===== src/rtl/uart_pkg.sv =====
// Shared definitions for the UART transmitter: FSM state encoding and bit-period math.
package uart_pkg;

  typedef enum logic [2:0] {
    IDLE,
    START,
    DATA,
    STOP,
    DONE
  } state_t;

  function automatic int calc_clks_per_bit(input int clk_freq, input int baud_rate);
    return clk_freq / baud_rate;
  endfunction

endpackage


===== src/rtl/uart_baud_gen.sv =====
// Bit-period counter: counts 0..CLKS_PER_BIT-1 while running and flags the last clock of each bit.
module uart_baud_gen #(
  parameter int CLKS_PER_BIT = 10416
) (
  input  logic clk,
  input  logic rst,
  input  logic clear,
  input  logic run,
  output logic bit_tick
);

  localparam int CNT_W = (CLKS_PER_BIT > 2) ? $clog2(CLKS_PER_BIT) : 1;
  localparam logic [CNT_W-1:0] LAST = CNT_W'(CLKS_PER_BIT - 1);

  logic [CNT_W-1:0] cnt;

  // Held at zero outside a frame so every frame starts on a fresh bit period.
  always_ff @(posedge clk) begin
    if (!rst) begin
      cnt <= '0;
    end else if (clear || !run) begin
      cnt <= '0;
    end else if (cnt == LAST) begin
      cnt <= '0;
    end else begin
      cnt <= cnt + 1'b1;
    end
  end

  assign bit_tick = run && (cnt == LAST);

endmodule


===== src/rtl/uart_tx.sv =====
// 8N1 UART transmitter: frame FSM and shift register, with registered tx/busy/done outputs.
module uart_tx
  import uart_pkg::*;
#(
  parameter int CLK_FREQ  = 100_000_000,
  parameter int BAUD_RATE = 9600
) (
  input  logic       clk,
  input  logic       rst,
  input  logic [7:0] data_in,
  input  logic       tx_en,
  output logic       tx,
  output logic       busy,
  output logic       done
);

  localparam int CLKS_PER_BIT = calc_clks_per_bit(CLK_FREQ, BAUD_RATE);

  state_t     state;
  state_t     state_nxt;
  logic [7:0] shift;
  logic [2:0] idx;
  logic       bit_tick;
  logic       accept;
  logic       run;
  logic       tx_c;
  logic       busy_c;
  logic       done_c;

  assign accept = (state == IDLE) && tx_en;
  assign run    = (state == START) || (state == DATA) || (state == STOP);

  uart_baud_gen #(
    .CLKS_PER_BIT(CLKS_PER_BIT)
  ) u_baud_gen (
    .clk     (clk),
    .rst     (rst),
    .clear   (accept),
    .run     (run),
    .bit_tick(bit_tick)
  );

  always_ff @(posedge clk) begin
    if (!rst) begin
      state <= IDLE;
    end else begin
      state <= state_nxt;
    end
  end

  always_comb begin
    state_nxt = state;
    tx_c      = 1'b1;
    busy_c    = 1'b1;
    done_c    = 1'b0;
    unique case (state)
      IDLE: begin
        busy_c = 1'b0;
        if (tx_en) state_nxt = START;
      end
      START: begin
        tx_c = 1'b0;
        if (bit_tick) state_nxt = DATA;
      end
      DATA: begin
        tx_c = shift[0];
        if (bit_tick && (idx == 3'd7)) state_nxt = STOP;
      end
      STOP: begin
        if (bit_tick) state_nxt = DONE;
      end
      DONE: begin
        done_c    = 1'b1;
        state_nxt = IDLE;
      end
      default: begin
        state_nxt = IDLE;
      end
    endcase
  end

  always_ff @(posedge clk) begin
    if (!rst) begin
      shift <= '0;
      idx   <= '0;
    end else if (accept) begin
      shift <= data_in;
      idx   <= '0;
    end else if ((state == DATA) && bit_tick) begin
      shift <= {1'b0, shift[7:1]};
      idx   <= idx + 3'd1;
    end
  end

  // Outputs are the state decode delayed one clock, so tx falls one edge after acceptance.
  always_ff @(posedge clk) begin
    if (!rst) begin
      tx   <= 1'b1;
      busy <= 1'b0;
      done <= 1'b0;
    end else begin
      tx   <= tx_c;
      busy <= busy_c;
      done <= done_c;
    end
  end

endmodule


===== config.mk =====
export PLATFORM = sky130hd
export DESIGN_NAME = uart_tx
export DESIGN_NICKNAME = d
export VERILOG_FILES = /design/src/rtl/uart_pkg.sv /design/src/rtl/uart_baud_gen.sv /design/src/rtl/uart_tx.sv
export SDC_FILE = /design/constraint.sdc
export NUM_CORES = 1
export LEC_CHECK = 0
export CORE_MARGIN = 3
export CORE_UTILIZATION = 55
export CTS_CLUSTER_SIZE = 14
export DETAILED_ROUTE_END_ITERATION = 7
export HOLD_SLACK_MARGIN = 0.03
export PLACE_DENSITY = 0.78
export SKIP_CTS_REPAIR_TIMING = 1
export SYNTH_ARGS = -nofsm -noshare
export SYNTH_HDL_FRONTEND = slang
export SYNTH_SLANG_ARGS = --single-unit

===== constraint.sdc =====
create_clock -name clk -period 4.17 [get_ports clk]
set_input_delay 0.834 -clock clk [delete_from_list [all_inputs] [get_ports clk]]
set_output_delay 0.834 -clock clk [all_outputs]
set_load 0.01 [all_outputs]

==> reports/metrics.csv <==
metric,value,unit
power density relative to cell area,350.4,nW/um^2
antenna violations before repair,0,
detail-routed via count per cell,5.808,
maximum operating frequency,0.4305,GHz
"top cells by area, synth","dfxtp_1 45%, o21ai_0 7.3%, nand3_1 5.1%, xor2_1 5.1%, nor2_1 4.1%",
Routed WL per cell,13.36,um
initial core utilization,59.64,%
headroom to the max-slew limit,30.13,%
final setup violation count,0,
power share of the clock group,36.5,%
maximum buffer depth of the clock tree,2,
insertion delay to the later sink of the worst-skew pair,0.33,ns
unrepaired setup endpoints after global routing,no,
share of Yosys cell area claimed by the top area cell type,45.30,%
maxcap violations,0,
root buffer selected by CTS,clkbuf_4,
final hold slack,0.4692,ns
die height,55.91,um
largest area contributor in the netlist,dfxtp_1,
shortest period the worst path allows,2.323,ns
RD Place Congestion,0.7738,
DP Area,1486,sq um
CTS H-tree depth,2,
DRT antenna net count,0,
actual transition at the worst max-transition pin,1.044,ns
fraction of power consumed by combinational cells,6.6,%
max-slew violations,0,
share of post-route cells with drive strength above 1,7.059,%
#FFs+latches synth,31,
cell count after synthesis,158,
Min-Delay Path Class,reg2reg,
most used cells in the layout excluding fill and tap cells,"31 x dfxtp_1, 20 x o21ai_0, 15 x nor2_1, 14 x nand3_1, 13 x clkdlybuf4s50_1",
combined area of all synthesized cells,1370,sq um
static power due to leakage,0.5155,nW
required time worst endpoint,4.42,ns
post-route clock period utilization,55.71,%
boundary pin count,14,
count of port buffers added during placement,13,
switching fraction of total power,22.53,%
largest clock skew in the final design,0.005876,ns
Total Routing Usage GR,18.45,%
half-perimeter wire length after placement,1862,um
total via count in the routed design,1150,
portion of the post-synthesis area used by sequential elements,45.30,%
maximum number of pins on one net before global-route repair,18,
Critical Path Sink Type,flop,
"sum of internal, switching and leakage power",0.0005450,W
sequential share of power,56.9,%
number of inserted diodes,0,
number of placed instances with taps included,190,
vias in the first global route,1070,
internal portion of total power,0.0004222,W
worst-path fanout max,14,
element type at the critical path start,primary input,
clock net sink count,31,
final-layout fill cell count,191,
switching power summed over all nets,0.0001228,W
worst setup path class,in2reg,
post-synthesis net count,172,
net total in the final layout,183,
final hold violation count,0,
yosys warns,0,
most common library cell in the layout ignoring fill and taps,dfxtp_1,
Die Span X,55.91,um
Arrival @ worst endpoint,2.57,ns
status,finished clean,
area of all placed cells without fillers,1555,sq um
total die area,3126,sq um
TritonCTS buffer count,5,
drt first-iter violations,24,
first-pass GRT wire length,4616,um
CTS tree,yes,
total core area,2297,sq um
number of rows in the core area,17,
GRT Residual Overflow,0,
"Distinct cells, synth",29,
final cell count without fillers,198,
Avg Inst Size Synth,8.671,sq um
Peak VDD IR,0.2963,mV
area grow syn2layout,13.52,%
final routed wirelength across all metal layers,2646,um
Setup TNS Final,0,ns
number of remaining DRC errors,0,
number of search-and-repair iterations in the first detailed-routing pass,4,
clock-pin slew reported for the worst setup and hold paths after clock tree synthesis,0.10,ns
==> through the flow <==
| stage | setup WS (ns) | util [%] |
|---|---|---|
| after detailed placement | 1.573 | 64.71 |
| after floorplan | 2.442 | - |
| after CTS | 1.919 | 67.70 |
| after global routing | 1.677 | 67.70 |
| final | 1.847 | 67.70 |
| after global placement | 1.672 | 64.71 |
==> logic make-up after synthesis <==
kind of cell	after synthesis	synth area share (%)
adder cells (fa/ha/maj)	3	2.740
AND/OR/NAND/NOR	62	25.30
buffers and inverters	13	4.657
flip-flops	31	45.30
AO/OA/AOI/OAI	40	16.26
XOR/XNOR	9	5.754
==> layout make-up <==
class	instances	area, sq um	share of cell area (%)
tap	28	35.03	2.253
inverter	4	15.01	0.9654
clock buffer	8	68.82	4.425
timing repair buffer	13	130.1	8.367
sequential	31	620.6	39.90
multi-input combinational	114	685.7	44.09
==> path summary, 6_finish.rpt <==
path                startpoint            endpoint  slack [ns]  cells after the start
max                        rst  u_baud_gen.cnt[11]        1.85                      5
min          u_baud_gen.cnt[0]   u_baud_gen.cnt[0]        0.47                      1
max reg2reg  u_baud_gen.cnt[0]   u_baud_gen.cnt[7]        2.03                      5
min reg2reg  u_baud_gen.cnt[0]   u_baud_gen.cnt[0]        0.47                      1
==> sequential cells by signal (all words and copies together), names as in the netlist <==
name and flops:
done 1, state 3, idx 3, busy 1, u_baud_gen.cnt 14, shift 8, tx 1
==> power by group through the flow <==
stage / combinational, W / clock, W / sequential, W
floorplan: 0.0000208 / 0 / 0.000317
global placement: 0.0000347 / 0 / 0.000317
detailed placement: 0.0000352 / 0 / 0.000317
CTS: 0.0000354 / 0.000201 / 0.000310
global route: 0.0000402 / 0.000217 / 0.000312
finish: 0.0000358 / 0.000199 / 0.000310
==> routing by layer <==
layer / global-route usage [%] / vias up / part of all wire [%]
met3: 5.336 / 4 / 3.7
met2: 28.04 / 18 / 45
met1: 24.10 / 542 / 50
met4: 8.475 / 0 / 1.4
li1: - / 586 / -
met5: 0 / - / 0
==> synth_stat cells (all sizes together) <==
cell,number
clkbuf,4
nand3,15
a21oi,7
a31oi,8
xnor2,1
ha,3
nand2,10
inv,4
and2,2
a21boi,1
dfxtp,31
or4,2
xor2,8
o21ai,20
nor4b,1
buf,5
and4,3
nor2,15
or3,4
o31ai,2
and3,1
o211ai,2
nand4,5
nor3,4
==> critical path: stages <==
cell and delay, ns:
clkdlybuf4s50_1 0.65, inv_1 0.15, nor2_1 0.22, o211ai_1 0.45
a21oi_1 0.26
(Power assumes the default switching activity.)
